`src/rtl/recip_mean_ctrl_pkg.sv`:
```
// Shared definitions for the reciprocal-mean sequencer:
// state encoding, reciprocal format and frame limits.
package recip_mean_ctrl_pkg;

  localparam logic [1:0] S_IDLE   = 2'd0;
  localparam logic [1:0] S_ACCUM  = 2'd1;
  localparam logic [1:0] S_LOOKUP = 2'd2;
  localparam logic [1:0] S_OUT    = 2'd3;

  localparam int RECIP_FRAC_BITS = 8;
  localparam int MAX_FRAME       = 16;
  localparam int CNT_W = $clog2(MAX_FRAME) + 1;

  typedef enum logic [1:0] {
    ST_IDLE   = S_IDLE,
    ST_ACCUM  = S_ACCUM,
    ST_LOOKUP = S_LOOKUP,
    ST_OUT    = S_OUT
  } state_t;

endpackage

```
`src/rtl/recip_mean_ctrl_lut.sv`:
```
// Reciprocal ROM: addr = N-1, data = floor(256/N) in Q0.8,
// entry 0 clipped to 0xFF. Ports: addr_i (4b), data_o (16b, upper byte 0).
module recip_mean_ctrl_lut (
  input  logic [3:0]  addr_i,
  output logic [15:0] data_o
);

  always_comb begin
    data_o = 16'h0000;
    unique case (addr_i)
      4'd0:  data_o = 16'h00FF;
      4'd1:  data_o = 16'h0080;
      4'd2:  data_o = 16'h0055;
      4'd3:  data_o = 16'h0040;
      4'd4:  data_o = 16'h0033;
      4'd5:  data_o = 16'h002A;
      4'd6:  data_o = 16'h0024;
      4'd7:  data_o = 16'h0020;
      4'd8:  data_o = 16'h001C;
      4'd9:  data_o = 16'h0019;
      4'd10: data_o = 16'h0017;
      4'd11: data_o = 16'h0015;
      4'd12: data_o = 16'h0013;
      4'd13: data_o = 16'h0012;
      4'd14: data_o = 16'h0011;
      4'd15: data_o = 16'h0010;
      default: data_o = 16'h0000;
    endcase
  end

endmodule

```
`src/rtl/recip_mean_ctrl.sv`:
```
// Frame-mean sequencer: accumulates 1..16 samples, multiplies by 1/N
// from a reciprocal ROM and presents mean+count on a valid/ready port.
// Ports: clk, rst_n, cfg_n (N-1), in_* sample stream, flush,
// out_* result stream, busy.
module recip_mean_ctrl
  import recip_mean_ctrl_pkg::*;
#(
  parameter int DATA_W = 8,
  parameter int SUM_W  = 12
) (
  input  logic              clk,
  input  logic              rst_n,
  input  logic [3:0]        cfg_n,
  input  logic              in_valid,
  output logic              in_ready,
  input  logic [DATA_W-1:0] in_data,
  input  logic              flush,
  output logic              out_valid,
  input  logic              out_ready,
  output logic [DATA_W-1:0] out_mean,
  output logic [CNT_W-1:0]  out_count,
  output logic              busy
);

  localparam int PROD_W = SUM_W + 16;

  state_t             state_q, state_d;
  logic [SUM_W-1:0]   sum_q, sum_d;
  logic [CNT_W-1:0]   cnt_q, cnt_d;
  logic [3:0]         target_q, target_d;
  logic [DATA_W-1:0]  mean_q, mean_d;
  logic [CNT_W-1:0]   count_q, count_d;

  logic               beat;
  logic               last;
  logic [3:0]         lut_addr;
  logic [15:0]        lut_data;
  logic [PROD_W-1:0]  prod;
  logic [PROD_W-1:0]  quo;
  logic               sat;

  // Address only from registered count so the ROM
  // never sees the input path.
  assign lut_addr = 4'(cnt_q - CNT_W'(1));

  recip_mean_ctrl_lut u_lut (
    .addr_i (lut_addr),
    .data_o (lut_data)
  );

  assign prod = PROD_W'(sum_q) * PROD_W'(lut_data);
  assign quo  = prod >> RECIP_FRAC_BITS;
  assign sat  = |quo[PROD_W-1:DATA_W];

  assign beat = in_valid & in_ready;
  // cnt_q == target means this beat completes the frame
  assign last = (cnt_q == CNT_W'(target_q));

  assign in_ready  = (state_q == ST_IDLE) |
                     (state_q == ST_ACCUM);
  assign out_valid = (state_q == ST_OUT);
  assign busy      = (state_q != ST_IDLE);
  assign out_mean  = mean_q;
  assign out_count = count_q;

  always_comb begin
    state_d  = state_q;
    sum_d    = sum_q;
    cnt_d    = cnt_q;
    target_d = target_q;
    mean_d   = mean_q;
    count_d  = count_q;
    unique case (state_q)
      ST_IDLE: begin
        if (beat) begin
          target_d = cfg_n;
          sum_d    = SUM_W'(in_data);
          cnt_d    = CNT_W'(1);
          if ((cfg_n == 4'd0) || flush)
            state_d = ST_LOOKUP;
          else
            state_d = ST_ACCUM;
        end
      end
      ST_ACCUM: begin
        if (beat) begin
          sum_d = sum_q + SUM_W'(in_data);
          cnt_d = cnt_q + CNT_W'(1);
        end
        if (flush || (beat && last))
          state_d = ST_LOOKUP;
      end
      ST_LOOKUP: begin
        // ROM entry 0 is 0xFF, so N=1 takes the sum directly
        if (cnt_q == CNT_W'(1))
          mean_d = sum_q[DATA_W-1:0];
        else if (sat)
          mean_d = '1;
        else
          mean_d = quo[DATA_W-1:0];
        count_d = cnt_q;
        state_d = ST_OUT;
      end
      ST_OUT: begin
        if (out_ready) begin
          state_d = ST_IDLE;
          sum_d   = '0;
          cnt_d   = '0;
        end
      end
      default: state_d = ST_IDLE;
    endcase
  end

  always_ff @(posedge clk or negedge rst_n) begin
    if (!rst_n) begin
      state_q  <= ST_IDLE;
      sum_q    <= '0;
      cnt_q    <= '0;
      target_q <= '0;
      mean_q   <= '0;
      count_q  <= '0;
    end else begin
      state_q  <= state_d;
      sum_q    <= sum_d;
      cnt_q    <= cnt_d;
      target_q <= target_d;
      mean_q   <= mean_d;
      count_q  <= count_d;
    end
  end

endmodule

```
`config.mk`:
```
export PLATFORM = sky130hd
export DESIGN_NAME = recip_mean_ctrl
export DESIGN_NICKNAME = d
export VERILOG_FILES = /design/src/rtl/recip_mean_ctrl_pkg.sv /design/src/rtl/recip_mean_ctrl_lut.sv /design/src/rtl/recip_mean_ctrl.sv
export SDC_FILE = /design/constraint.sdc
export NUM_CORES = 1
export LEC_CHECK = 0
export ABC_AREA = 1
export CORE_ASPECT_RATIO = 0.8
export CORE_MARGIN = 1.5
export CORE_UTILIZATION = 39
export DETAILED_ROUTE_END_ITERATION = 6
export PLACE_DENSITY_LB_ADDON = 0.1
export SLEW_MARGIN = 0
export SYNTH_ARGS = -nofsm -noshare
export SYNTH_HDL_FRONTEND = slang
export SYNTH_SLANG_ARGS = --single-unit
```
`constraint.sdc`:
```
create_clock -name clk -period 15.05 [get_ports clk]
set_clock_uncertainty 0.1 [all_clocks]
set_input_delay 2.2575 -clock clk [delete_from_list [all_inputs] [get_ports clk]]
set_output_delay 2.2575 -clock clk [all_outputs]
set_load 0.1 [all_outputs]
```
==> reports/qor.csv <==
metric,value,unit
outcome,completed,
Worst-path clk slew,0.06,ns
count of yosys warnings during synthesis,0,
"Arr. time, crit path",7.29,ns
Slew headroom,31.6,%
worst-margin pin slew,1.02,ns
CP Launch Type,register,
Max-Cap Viols,0,
Fmax,139,MHz
Hold Slack,0.380,ns
Die X,141,um
Synth Flop Type,dfrtp_1,
Inserted Clock Buffers,5,
worst hold path type,register to register,
1st-iter DRT viols,337,
# DRC,0,
synthesis-to-layout area growth,11.2,%
Critical Path RT,15.13,ns
Final WS setup,7.83,ns
CTS Hold Bufs,0,
"Slowest-stage cell, CP",fa_1,
crit path kind,register to register,
final core utilization,44.1,%
Detailed Place HPWL,13800,um
first-pass GRT wire length,26700,um
"top cells by area, synth","fa_1, ha_1, dfrtp_1, nand2_1, inv_1",
period utilization,47.9,%
n_diodes,0,
vias in the first global route,5019,
DR WL/cell,16.4,um
gp weighted congestion,0.874,
most frequent cells in the layout,"nand2_1, inv_1, nor2_1",
cell count after synthesis,762,
total congestion overflow,0,
Die H,113,um
TritonCTS clock tree,built,
Post-Synthesis Cell Area,5940,um2
Worst Path Max Fanout,8,
Post-CTS Resized,0,
# setup viols final,0,
Initial Utilization,39.7,%
mean number of vias per cell,5.19,
Synth Register Bits,36,
CTS root buf,clkbuf_16,
Top Ports,33,
Place WS,7.84,ns
final wirelength,16100,um
gr usage total,21.2,%
synth unique cells,48,
Longest Clk Path Bufs,2,
Routed Antenna Nets,0,
largest area contributor in the netlist,fa_1,
CTS Sinks,36,
Core Area,15000,um2
H-tree levels,2,
min Tclk post-route,7.22,ns
fraction of layout cells with a size suffix above 1,7.19,%
Worst path max stage delay,0.54,ns
Total Nets Final,950,
number of enable flip-flop cells after synthesis,0,
CP endpoint kind,register,
1st-pass router iterations,5,
DIE AREA,16000,um2
number of setup buffers added after CTS,0,
# rows,40,
Async SR Flop Fraction,100,%
Fin Setup TNS,0,ns
Synthesized Nets,919,
sequential share of the synthesized area,15.2,%
worst-skew pair later-pin latency,0.29,ns
port bufs,32,
vias,5095,
most frequent CP cell,inv_1,
fin. max-slew vios,0,
largest net degree at the start of global routing,37,
Mean Syn Cell Area,7.79,um2
Yosys top cell area share,20.6,%
unrepaired setup endpoints after global routing,no,
"most common cell after layout, fill and taps aside",nand2_1,
initial antenna violation count,0,
Final Hold Viols,0,
worst max-delay path: cells and delay by family (launching register included):
kind	cells	cell delay, ns
AO/OA/AOI/OAI	3	0.93
XOR/XNOR	1	0.25
adder cells (fa/ha/maj)	7	2.94
buffers and inverters	11	1.16
flip-flops	1	0.50
AND/OR/NAND/NOR	10	1.22
cell usage after synthesis (2+ instances only):
master / number
a211oi_1: 2
a21oi_1: 38
a22oi_1: 7
a31oi_1: 2
buf_1: 2
buf_2: 2
clkbuf_1: 3
clkinv_1: 6
dfrtp_1: 36
fa_1: 61
ha_1: 79
inv_1: 133
inv_2: 2
nand2_1: 145
nand2_2: 20
nand2_4: 6
nand2_8: 3
nand3_1: 16
nand3_2: 6
nand3b_1: 3
nand4_1: 13
nor2_1: 92
nor2_4: 2
nor2_8: 3
nor3_1: 8
nor3b_1: 2
o21a_1: 2
o21ai_0: 40
o22ai_1: 4
xor2_1: 6
flip-flops by register name, summed over array words and instances, names as in the netlist:
register and count:
sum_q 12, state_q 2, out_mean 8, cnt_q 5, target_q 4, out_count 5
final cells by class:
class / instances / area [um2]
sequential: 36 / 901
clock buffer: 7 / 153
multi-input combinational: 576 / 4460
fill: 1540 / 8360
tap: 189 / 236
timing repair buffer: 32 / 315
inverter: 142 / 536
layer usage:
layer | wire, um | track usage [%] | share of wire [%]
met1 | 8540 | 34.3 | 53
met2 | 6830 | 30.7 | 42
met3 | 737 | 3.09 | 4.6
met4 | 29 | 1.67 | 0.18
met5 | 0 | 0 | 0
through the flow:
step	instances	instance area, um2
floorplan	762	5940
global placement	975	6450
detailed placement	975	6450
CTS	982	6600
global route	982	6600
finish	982	6600
worst paths after layout:
check / from / to / slack [ns] / cells past startpoint
setup reg to reg: cnt_q[1] / out_mean[2] / 7.83 / 32
max in group asynchronous: rst_n / out_mean[3] / 12.34 / 1
min in group asynchronous: rst_n / out_count[1] / 1.96 / 1
hold reg to reg: out_mean[6] / out_mean[6] / 0.38 / 2
setup / recovery: cnt_q[1] / out_mean[2] / 7.83 / 32
hold / removal: out_mean[6] / out_mean[6] / 0.38 / 2
kinds of logic after synthesis:
logic type	share of synthesized area [%]
adder cells (fa/ha/maj)	37.2
flip-flops	15.2
buffers and inverters	9.70
AO/OA/AOI/OAI	9.91
AND/OR/NAND/NOR	26.5
XOR/XNOR	1.50
Power is not shown: default switching activity piles up to over one toggle a cycle in this logic, so the estimate is an artifact.
